==> config.mk <==
export PLATFORM = sky130hd
export DESIGN_NAME = video_timing_gen
export DESIGN_NICKNAME = d
export VERILOG_FILES = /design/src/rtl/video_timing_pkg.sv /design/src/rtl/sync_delay_line.sv /design/src/rtl/video_timing_gen.sv
export SDC_FILE = /design/constraint.sdc
export NUM_CORES = 1
export LEC_CHECK = 0
export BUFFER_PORTS_ARGS = -buffer_cell sky130_fd_sc_hd__buf_4
export CORE_UTILIZATION = 40
export DETAILED_ROUTE_END_ITERATION = 10
export HOLD_SLACK_MARGIN = 0.12
export PLACE_DENSITY = 0.6
export SYNTH_ARGS = -nofsm -noshare
export SYNTH_HDL_FRONTEND = slang
export SYNTH_HIERARCHICAL = 1
export SYNTH_SLANG_ARGS = --single-unit
==> constraint.sdc <==
create_clock -name Clock -period 6.6 [get_ports Clock]
set_input_delay 0.33 -clock Clock [delete_from_list [all_inputs] [get_ports Clock]]
set_output_delay 0.33 -clock Clock [all_outputs]
set_load 0.1 [all_outputs]
==> src/rtl/video_timing_pkg.sv <==
// Shared definitions for the raster timing generator.
// - Preset constants for the 640x480@60 timing set.
// - sync_bundle_t: raw per-pixel flags carried through the output delay line.
// - calc_total(): line/frame total from its four segments.
package video_timing_pkg;

  localparam int unsigned Vga640HActive = 640;
  localparam int unsigned Vga640HFp     = 16;
  localparam int unsigned Vga640HSync   = 96;
  localparam int unsigned Vga640HBp     = 48;
  localparam int unsigned Vga640VActive = 480;
  localparam int unsigned Vga640VFp     = 10;
  localparam int unsigned Vga640VSync   = 2;
  localparam int unsigned Vga640VBp     = 33;

  // Sync flags are active-high here; output polarity is applied at the top.
  typedef struct packed {
    logic active;
    logic hsync;
    logic vsync;
    logic frame_start;
  } sync_bundle_t;

  function automatic int unsigned calc_total(input int unsigned active,
                                             input int unsigned fp,
                                             input int unsigned sync_w,
                                             input int unsigned bp);
    return active + fp + sync_w + bp;
  endfunction

endpackage

==> src/rtl/sync_delay_line.sv <==
// Depth-stage shift register with clock enable and synchronous reset.
// Ports:
//   clk_i  - clock
//   rst_ni - synchronous active-low reset, loads ResetVal into every stage
//   en_i   - advance strobe; stages hold when low
//   d_i    - input word
//   q_o    - output of the last stage (d_i directly when Depth == 0)
module sync_delay_line #(
  parameter int unsigned      Depth    = 2,
  parameter int unsigned      Width    = 4,
  parameter logic [Width-1:0] ResetVal = '0
) (
  input  logic             clk_i,
  input  logic             rst_ni,
  input  logic             en_i,
  input  logic [Width-1:0] d_i,
  output logic [Width-1:0] q_o
);

  if (Depth == 0) begin : g_bypass
    logic unused_ctrl;
    assign unused_ctrl = ^{clk_i, rst_ni, en_i};
    assign q_o = d_i;
  end else begin : g_pipe
    logic [Width-1:0] stage_q [Depth];
    logic [Width-1:0] stage_d [Depth];

    always_comb begin
      for (int i = 0; i < Depth; i++) stage_d[i] = stage_q[i];
      if (en_i) begin
        stage_d[0] = d_i;
        for (int i = 1; i < Depth; i++) stage_d[i] = stage_q[i-1];
      end
    end

    always_ff @(posedge clk_i) begin
      if (!rst_ni) begin
        for (int i = 0; i < Depth; i++) stage_q[i] <= ResetVal;
      end else begin
        for (int i = 0; i < Depth; i++) stage_q[i] <= stage_d[i];
      end
    end

    assign q_o = stage_q[Depth-1];
  end

endmodule

==> src/rtl/video_timing_gen.sv <==
// Raster timing generator: pixel clock-enable, X/Y counters, and DE/Hsync/Vsync
// aligned to a downstream fetch of PIPE pixels latency.
// Ports:
//   Clock, Reset_n (synchronous, active-low), Enable (run request)
//   Pix_ce       - one-Clock pixel strobe
//   X, Y         - undelayed raster counters
//   Fetch_active - undelayed active-video flag
//   Line_start   - undelayed, on the strobe of X==0 while running
//   DE, Hsync, Vsync, Frame_start - delayed by PIPE strobes
//   Running      - high while in the run state
module video_timing_gen
  import video_timing_pkg::*;
#(
  parameter int unsigned H_ACTIVE = Vga640HActive,
  parameter int unsigned H_FP     = Vga640HFp,
  parameter int unsigned H_SYNC   = Vga640HSync,
  parameter int unsigned H_BP     = Vga640HBp,
  parameter int unsigned V_ACTIVE = Vga640VActive,
  parameter int unsigned V_FP     = Vga640VFp,
  parameter int unsigned V_SYNC   = Vga640VSync,
  parameter int unsigned V_BP     = Vga640VBp,
  parameter bit          HS_POL   = 1'b0,
  parameter bit          VS_POL   = 1'b0,
  parameter int unsigned CE_DIV   = 2,
  parameter int unsigned PIPE     = 2,
  parameter int unsigned X_W      = 10,
  parameter int unsigned Y_W      = 10
) (
  input  logic           Clock,
  input  logic           Reset_n,
  input  logic           Enable,
  output logic           Pix_ce,
  output logic [X_W-1:0] X,
  output logic [Y_W-1:0] Y,
  output logic           Fetch_active,
  output logic           Line_start,
  output logic           DE,
  output logic           Hsync,
  output logic           Vsync,
  output logic           Frame_start,
  output logic           Running
);

  localparam int unsigned HTotal  = calc_total(H_ACTIVE, H_FP, H_SYNC, H_BP);
  localparam int unsigned VTotal  = calc_total(V_ACTIVE, V_FP, V_SYNC, V_BP);
  localparam int unsigned HsStart = H_ACTIVE + H_FP;
  localparam int unsigned HsEnd   = HsStart + H_SYNC;
  localparam int unsigned VsStart = V_ACTIVE + V_FP;
  localparam int unsigned VsEnd   = VsStart + V_SYNC;
  localparam int unsigned CntW    = (CE_DIV > 1) ? $clog2(CE_DIV) : 1;
  localparam logic [CntW-1:0] CntLast = CntW'(CE_DIV - 1);

  localparam logic [0:0] StIdle = 1'b0;
  localparam logic [0:0] StRun  = 1'b1;

  logic [CntW-1:0] cnt_q, cnt_d;
  logic            ce_ok_q, ce_ok_d;
  logic [0:0]      state_q, state_d;
  logic [X_W-1:0]  x_q, x_d;
  logic [Y_W-1:0]  y_q, y_d;
  logic            pix_ce, live, last_x, last_y;
  sync_bundle_t    raw, dly;

  // ce_ok_q holds the prescaler at 0 for the first cycle out of reset, so the
  // first strobe lands CE_DIV-1 Clocks later and Pix_ce is low right after reset.
  assign pix_ce = ce_ok_q && (cnt_q == CntLast);
  // The strobe that leaves IDLE already counts as pixel (0,0).
  assign live   = (state_q == StRun) || (pix_ce && Enable);
  assign last_x = (x_q == X_W'(HTotal - 1));
  assign last_y = (y_q == Y_W'(VTotal - 1));

  always_comb begin
    ce_ok_d = 1'b1;
    if (!ce_ok_q || cnt_q == CntLast) cnt_d = '0;
    else                              cnt_d = cnt_q + CntW'(1);

    state_d = state_q;
    x_d     = x_q;
    y_d     = y_q;
    if (pix_ce && live) begin
      if (last_x) begin
        x_d = '0;
        y_d = last_y ? '0 : y_q + Y_W'(1);
      end else begin
        x_d = x_q + X_W'(1);
      end
      // Stop only on the last pixel of a frame so frames are never truncated.
      if (state_q == StIdle)                  state_d = StRun;
      else if (last_x && last_y && !Enable)   state_d = StIdle;
    end
  end

  always_ff @(posedge Clock) begin
    if (!Reset_n) begin
      cnt_q   <= '0;
      ce_ok_q <= 1'b0;
      state_q <= StIdle;
      x_q     <= '0;
      y_q     <= '0;
    end else begin
      cnt_q   <= cnt_d;
      ce_ok_q <= ce_ok_d;
      state_q <= state_d;
      x_q     <= x_d;
      y_q     <= y_d;
    end
  end

  always_comb begin
    raw = '0;
    if (live) begin
      raw.active      = (x_q < X_W'(H_ACTIVE)) && (y_q < Y_W'(V_ACTIVE));
      raw.hsync       = (x_q >= X_W'(HsStart)) && (x_q < X_W'(HsEnd));
      raw.vsync       = (y_q >= Y_W'(VsStart)) && (y_q < Y_W'(VsEnd));
      raw.frame_start = (x_q == '0) && (y_q == '0);
    end
  end

  // Keeps shifting in IDLE so it drains to inactive values.
  sync_delay_line #(
    .Depth   (PIPE),
    .Width   ($bits(sync_bundle_t)),
    .ResetVal('0)
  ) u_delay (
    .clk_i (Clock),
    .rst_ni(Reset_n),
    .en_i  (pix_ce),
    .d_i   (raw),
    .q_o   (dly)
  );

  assign Pix_ce       = pix_ce;
  assign X            = x_q;
  assign Y            = y_q;
  assign Fetch_active = raw.active;
  assign Line_start   = pix_ce && live && (x_q == '0);
  assign DE           = dly.active;
  assign Hsync        = dly.hsync ? HS_POL : !HS_POL;
  assign Vsync        = dly.vsync ? VS_POL : !VS_POL;
  assign Frame_start  = dly.frame_start;
  assign Running      = (state_q == StRun);

endmodule

Word level (Yosys, flattened, before mapping)
Memories as Yosys holds them, arrays and structs flattened. Index checks and enable logic that the tools add are counted.

RAM bits: 8. Output and inout bits: 28. Bits of input ports: 3. Memories kept: 1. Register bits after elaboration: 23. Word-level logic and storage cells: 50.

Memory list: u_delay.g_pipe.stage_q (depth 2, bits a word 4, read ports 2, clocked after Yosys merged registers in 0, wr ports 2, RTL line sync_delay_line.sv:25) `logic [Width-1:0] stage_q [Depth];`.

$lt $le $gt $ge: 6. Equality and inequality tests: 2. $add $sub $neg: 3. Reduce and logical (&&, ||, !) cells: 18. Mux-type cells: 12. Bitwise gates (word level): 3.

Operators by type and width (count): $add A10 B1 Y10 const B (2); $eq A10 B10 Y1 const B (2); $logic_not A10 Y1 (2); $lt A10 B10 Y1 const B (2); $lt A10 B9 Y1 const B (2); $mux W10 (2); $mux W4 (3); $ge A10 B10 Y1 const B (1); $ge A10 B9 Y1 const B (1); $logic_and A1 B1 Y1 (10); $mux W8 (1); $mux W1 (6); $logic_not A1 Y1 (2); $logic_or A1 B1 Y1 (2); $or A1 B1 Y1 (2); $reduce_and A2 Y1 (1); $reduce_or A2 Y1 (1); $add A1 B1 Y1 const B (1); $not A1 Y1 (1).

Depth between registers and ports, before layout
Gate-level depths: netlist of the first run.

Depth after elaboration: 6. Depth in mapped cells: 7. Gate-level depth less buffers: 7.

Modules after synthesis
Netlist of the first run, hierarchy kept.

Modules (own cells, without submodules): video_timing_gen (area an instance 1224.9 µm², cells each 154, seq. area each 460.4 µm², times used 1); sync_delay_line (area an instance 331.6 µm², cells each 29, seq. area each 160.2 µm², times used 1).

Worst setup path before layout of the first run
No wires, ideal clock.

Path type: reg2reg. Start point: reg cnt_q. End point: mem u_delay.g_pipe.stage_q[0][3]. Setup slack: 2.558 ns. Data required time: 6.528 ns. Library setup time: 0.072 ns. Period minus slack after synthesis: 4.042 ns. Stages on the path, launching flop included: 6. Buffers on the path: 0. Arrival time: 3.970 ns. Path through: dfxtp_1 > and2_1 > a21oi_1 > nor3_1 > mux2i_1 > nor2b_1.

RTL lines: start: declaration (RTL line video_timing_gen.sv:56) `logic [CntW-1:0] cnt_q, cnt_d;`; start signal: assignment (RTL line video_timing_gen.sv:101) `cnt_q <= cnt_d;`; end: declaration (RTL line sync_delay_line.sv:25).

Worst setup path in the final report of the first run
Start point: reg x_q[5] (netlist: X[5]). End point: reg y_q[8] (netlist: Y[8]).

Longest elaborated chain between the ends: 2.

Ends and longest elaborated chain: start: declaration (RTL line video_timing_gen.sv:59) `logic [X_W-1:0] x_q, x_d;`; start signal: assignment (RTL line video_timing_gen.sv:98) `x_q <= '0;`; start signal: assignment (RTL line video_timing_gen.sv:104) `x_q <= x_d;`; $eq A10 B10 Y1 (RTL line video_timing_gen.sv:69) `assign last_x = (x_q == X_W'(HTotal - 1));`; $reduce_and A2 Y1 (no source line); end signal: assignment (RTL line video_timing_gen.sv:105) `y_q <= y_d;`; end: declaration (RTL line video_timing_gen.sv:60) `logic [Y_W-1:0] y_q, y_d;`.

Every way passes these cells. A chain may end at the register's enable or synchronous reset.

==> metrics, run 1 <==
Post-DP HPWL=between 2000 and 2500 µm; most common cell in the netlist=dfxtp_1; Pre-Repair DR Iteration Count=6; setup repair bufs after CTS=0; Relative slew margins=51.61%; fin crit share=a little under two fifths; critical path's largest stage delay=740 ps; Hold Violations, Final=0; Synth top cells by count=31 x dfxtp_1, 16 x nor2_1, 15 x nand2_1, 10 x a21oi_1, 10 x inv_1; Storage cell area=approximately 620 µm²; crit-path leading delay family=simple AND/OR/NAND/NOR gates; Yosys reg bits=31; share of cells above drive strength 1=around a fifth; IO Pins=31; P&R area growth vs syn=19.05%; largest net degree at the start of global routing=19; Synth area leaders=dfxtp_1 40%, mux2i_1 5.1%, nor2_1 3.9%, nand2_1 3.6%, nor2b_1 3.6%; Clock transition at path regs=70 ps; Worst Path Required=6740 ps; Multi-input gate area=between 800 and 900 µm²; worst path cell trace=or3_4 -> or4_1 -> o21ai_0 -> a21oi_1; Seq/Total Area, Yosys=between 30% and 40%; first-pass GRT wire length=~5800 µm; Core ar.=3689 µm²; highest clock rate=405.5 MHz; synthesized area per cell=between 8 and 9 µm²; RSZ-0062 raised after global routing=no; Worst Max-Slew Pin Slew=~720 ps; number of synthesized flops with an enable pin=0; cell taking the most area after synthesis=dfxtp_1; Initial Util=between 40% and 50%; ant diodes=0; clk sinks=31; NumNets Final=approximately 220; Yosys top cell area share=between 30% and 40%; routability cong.=between 0.8 and 0.9; clk_skew=roughly 6.4 ps; post-cts sizing count=0; row count=22; CP arrival=roughly 2600 ps; post-DR wirelength/cell=13.37 µm; Distinct cells, synth=36; number of routed nets with antenna violations=0; CP max stage cell=or4_1; Peak supply drop=approximately 0.16 mV; global route total overflow=0; Cells after Synth=183; setup violators final=0; FF-to-FF path depth=4; CP endpoint kind=flip-flop; pre-CTS setup slack=approximately 4200 ps; max-slew violation count=0; asr flop ratio synth=0%; Synth Net Count=190; Max clock buf depth=2; CTS tree=built; CP bufs+invs=0; HP Class=in -> reg; Leak=0.6883 nW; # fillers=~360; post-synthesis cell area=1556 µm²; status=completed; Via density=between 5 and 6; H-tree levels=2; path type of the worst setup path=reg -> reg; Final TNS setup=0 ps; fin util=about half; Design Power=0.0003642 W; Main synth FF type=dfxtp_1; hold path depth=1; number of global-route vias before repair=about 1300; initial antenna violation count=0; # DRC=0; Clock Root Buffer=clkbuf_8; Die Ht=between 60 and 70 µm; input/output buffers=30; WP depth=4; number of CTS-inserted buffers=5; maxcap violations=0; Clock Latency Late Sink=290 ps; Setup WS post-layout=between 4000 and 5000 ps; Startpoint Class=flip-flop; Initial DRC Count=57; final wirelength=roughly 3400 µm; Ys Warns=6; min Tclk post-route=2466 ps; die extent in x=approximately 64 µm; power per cell area=196.5 nW/µm²; Critical Path Fanout Max=18; die area=4145 µm²; GRT Total Usage=between 10% and 20%; routed via count=1402; cts hold-fix bufs=0
==> stage by stage <==
stage / cells / cell area [µm²] / hold WS [ps]
2_1_floorplan: 183 / 1556 / 357.7
3_3_place_gp: 250 / 1765 / 483.4
3_5_place_dp: 250 / 1765 / 485.8
4_1_cts: 257 / 1853 / 245.3
5_1_grt: 257 / 1853 / 247.8
6_report: 257 / 1853 / 247.2
==> flip-flops by register name (all words and copies together), names as in the netlist <==
register	count
X	10
u_delay/g_pipe.stage_q	8
ce_ok_q	1
Y	10
Running	1
cnt_q	1
==> path summary, 6_finish.rpt <==
| check | startpoint | endpoint | slack, ps |
|---|---|---|---|
| max | X[5] | Y[8] | 4130 |
| min | Reset_n | ce_ok_q | 250 |
| max reg2reg | X[5] | Y[8] | 4130 |
| min reg2reg | cnt_q | cnt_q | 500 |
==> placed cells by master (no fill, tap or decap), types with 3 or more instances in the layout <==
cell      Yosys  routed
clkbuf_8      0       6
o21ai_0       6       6
nor2b_1       9       9
nor3_1        5       5
inv_1        10      10
nand3_1       8       8
mux2i_1       8       8
ha_1          4       4
or4_1         6       6
a21oi_1      10      10
nand4_1       4       4
dfxtp_1      31      31
o31ai_1       4       4
xnor2_1       6       6
and3_1        3       3
nor2_1       16      16
nor4_1        8       8
buf_4         5      30
nand2_1      15      15
==> cell families after synthesis <==
| logic type | count (synthesis) | share of synthesized area (%) |
|---|---|---|
| mux | 8 | 5.145 |
| flops | 31 | 39.87 |
| fa+ha+maj | 4 | 3.216 |
| simple gates | 81 | 27.65 |
| compound gates | 30 | 12.30 |
| buf+inv | 21 | 7.315 |
| xor+xnor | 8 | 4.502 |
==> layout make-up <==
class / instances / share of cell area (%)
clock buffer: 6 / 4.456
clock inverter: 1 / 0.2701
inverter: 10 / 2.026
multi-input combinational: 131 / 44.36
sequential: 31 / 33.49
tap: 48 / 3.241
timing repair buffer: 30 / 12.15
==> metal layers <==
| layer | vias up | wire length [µm] | GRT usage [%] |
|---|---|---|---|
| li1 | 706 | - | - |
| met1 | 635 | 1664 | 25.14 |
| met2 | 55 | 1469 | 27.11 |
| met3 | 6 | 235 | 5.357 |
| met4 | 0 | 68 | 9.722 |
| met5 | - | 0 | 0 |
==> power by group <==
part	switching, W	internal [W]
Sequential	0.00000136	0.000188
Clock	0.0000708	0.0000817
Combinational	0.0000162	0.00000579
Total	0.0000884	0.000276
No activity file was read; power rests on OpenSTA's default activity.
==> run 2: changes to the inputs <==
--- a/config.mk
+++ b/config.mk
@@ -9,7 +9,7 @@
 export CORE_UTILIZATION = 40
 export DETAILED_ROUTE_END_ITERATION = 10
 export HOLD_SLACK_MARGIN = 0.12
-export PLACE_DENSITY = 0.6
+export PLACE_DENSITY = 0.62
 export SYNTH_ARGS = -nofsm -noshare
 export SYNTH_HDL_FRONTEND = slang
 export SYNTH_HIERARCHICAL = 1
==> constraint.sdc (replaced) <==
create_clock -name Clock -period 2.03 [get_ports Clock]
set_input_delay 0.1015 -clock Clock [delete_from_list [all_inputs] [get_ports Clock]]
set_output_delay 0.1015 -clock Clock [all_outputs]
set_load 0.1 [all_outputs]
==> metrics, run 2 (synthesized netlist as in run 1, its figures left out) <==
sequential power share=49.7% (-2.4 points); Initial Util=42.20% (unchanged); min Tclk post-route=1995 ps (-471.5 ps); Final Instance Area=2042 µm² (+10%); Clock Power Share=43.5% (+1.6 points); die extent in x=64.38 µm (unchanged); worst path cell trace=or3_4 -> or4_4 -> or4_4 -> a21oi_2; placed insts=258 (+3.2%); P&R area growth vs syn=31.19%; max-slew violation count=0 (unchanged); clk sinks=31 (unchanged); die area=4145 µm² (unchanged); Clock Root Buffer=clkbuf_8; flop-to-flop setup slack=40 ps (-4100 ps); Worst Path Required=2240 ps (-4500 ps); IO Pins=31 (unchanged); share of cells above drive strength 1=33.33% (+15 points); power per cell area=596.7 nW/µm² (+200%); hold path depth=2 (+1); Peak supply drop=0.3640 mV (+130%); CP arrival=2210 ps (-400 ps); path type of the worst setup path=reg -> reg; Clock Latency Late Sink=280 ps (about the same); switching power share of the total=23.10% (-1.2 points); non-filler cells, final=270 (+5.1%); number of CTS-inserted buffers=5 (unchanged); Worst Max-Slew Pin Slew=496.8 ps (-221.4 ps); Critical Path Fanout Max=8 (-10); NumNets Final=228 (+5.6%); row count=22 (unchanged); FF-to-FF path depth=4 (unchanged); Leak=0.7668 nW (+11%); number of routed nets with antenna violations=0 (unchanged); Reg2Reg Capture Point=Y[8]; critical path's largest stage delay=560 ps (-180 ps); highest clock rate=501.4 MHz (+24%); first-pass GRT wire length=6141 µm (+5.1%); Relative slew margins=66.57% (+15 points); largest net degree at the start of global routing=15 (-4); CP endpoint kind=flip-flop; beginning of the worst hold path=Y[7]; combinational share of power=6.8% (+0.8 points); WP depth=4 (unchanged); ant diodes=0 (unchanged); HP Class=reg -> reg; Worst R2R Start=X[5]; Design Power=0.001219 W (+230%); Hold Path End=Y[7]; setup violators final=0 (unchanged); # DRC=0 (unchanged); Initial DRC Count=54 (-5.3%); Final TNS setup=0 ps (unchanged); commonest non-fill, non-tap cell in the layout=buf_4; post-DR wirelength/cell=13.89 µm (+3.9%); GRT Total Usage=19.72% (+0.92 points); Post-DP HPWL=2621 µm (+7.4%); Via density=5.281 (-3.2%); fin crit share=98.26% (+61 points); status=completed; CP most frequent cell=or4_4; Hold Violations, Final=0 (unchanged); CTS tree=built; commonest non-fill, non-tap cells in the layout=39 x buf_4, 15 x nand2_1, 15 x nor2_1, 13 x dfxtp_1, 10 x inv_1; crit-path leading delay family=simple AND/OR/NAND/NOR gates; area post-placement=1891 µm² (+7.1%); final wirelength=3750 µm (+9.1%); Clock transition at path regs=60 ps (about the same); input/output buffers=30 (unchanged); Startpoint Class=flip-flop; global route total overflow=0 (unchanged); Psw=0.0002815 W (+220%); fin util=55.36% (+5.1 points); H-tree levels=2 (unchanged); routability cong.=0.8972 (+9.0%); number of global-route vias before repair=1272 (+1.4%); routed via count=1426 (+1.7%); Pre-Repair DR Iteration Count=4 (-2); Core ar.=3689 µm² (unchanged); Die Ht=64.38 µm (unchanged); CP max stage cell=or4_4; Internal Pwr Total=0.0009370 W (+240%); clk_skew=6.684 ps (+0.2367 ps); initial antenna violation count=0 (unchanged); maxcap violations=0 (unchanged); Max clock buf depth=2 (unchanged); CP bufs+invs=0 (unchanged)
==> run 2: area by class of cell <==
cell class	instances	area, µm²
fillers	366	1647
multi-input cells	131	854.6
flip-flops and latches	31	665.6
repair buffers	42	324.1
clock buffers	8	100.1
well taps	48	60.06
inverters	10	37.54
==> run 2: what timing repair did <==
action / CTS / global route
hold buffers: 2 / 0
buffers inserted: 0 / 2
gates resized for setup: 0 / 6
setup endpoints to repair: 0 / 3
endpoints found under the hold margin: 2 / 0
==> run 2: power by group through the flow <==
stage	clock network [W]	registers, W	logic (W)
final	0.000530	0.000606	0.0000824
after global routing	0.000586	0.000606	0.0000868
after CTS	0.000550	0.000606	0.0000821
after detailed placement	0	0.000620	0.0000789
after global placement	0	0.000619	0.0000786
after floorplan	0	0.000628	0.0000469
==> run 2: how the worst max path moves through the flow <==
stage	startpoint	endpoint	slack, ps
floorplan	X[6]	Y[7]	-140
global placement	X[5]	Y[7]	120
detailed placement	X[5]	Y[8]	70
CTS	X[5]	Y[8]	60
global route	X[5]	Y[5]	-1
finish	X[5]	Y[8]	40
==> run 2: metrics by stage <==
step / setup WS, ps / hold slack [ps]
after floorplan: -142.9 / 129.2
after global placement: 115.9 / 317.6
after detailed placement: 66.27 / 319.8
after CTS: 64.85 / 504.4
after global routing: -1.412 / 537.2
final: 35.41 / 506.1
==> run 2: layer usage <==
layer / wire (µm) / GRT usage (%) / up-vias
li1: - / - / 726
met1: 1910 / 26.64 / 654
met2: 1601 / 28.29 / 40
met3: 165 / 6.071 / 6
met4: 73 / 9.167 / 0
met5: 0 / 0 / -
==> run 2: worst min-delay path: cells and delay by family (launching register included) <==
family         cells  cell delay, ps
flip-flops         1             340
AO/OA/AOI/OAI      2             130
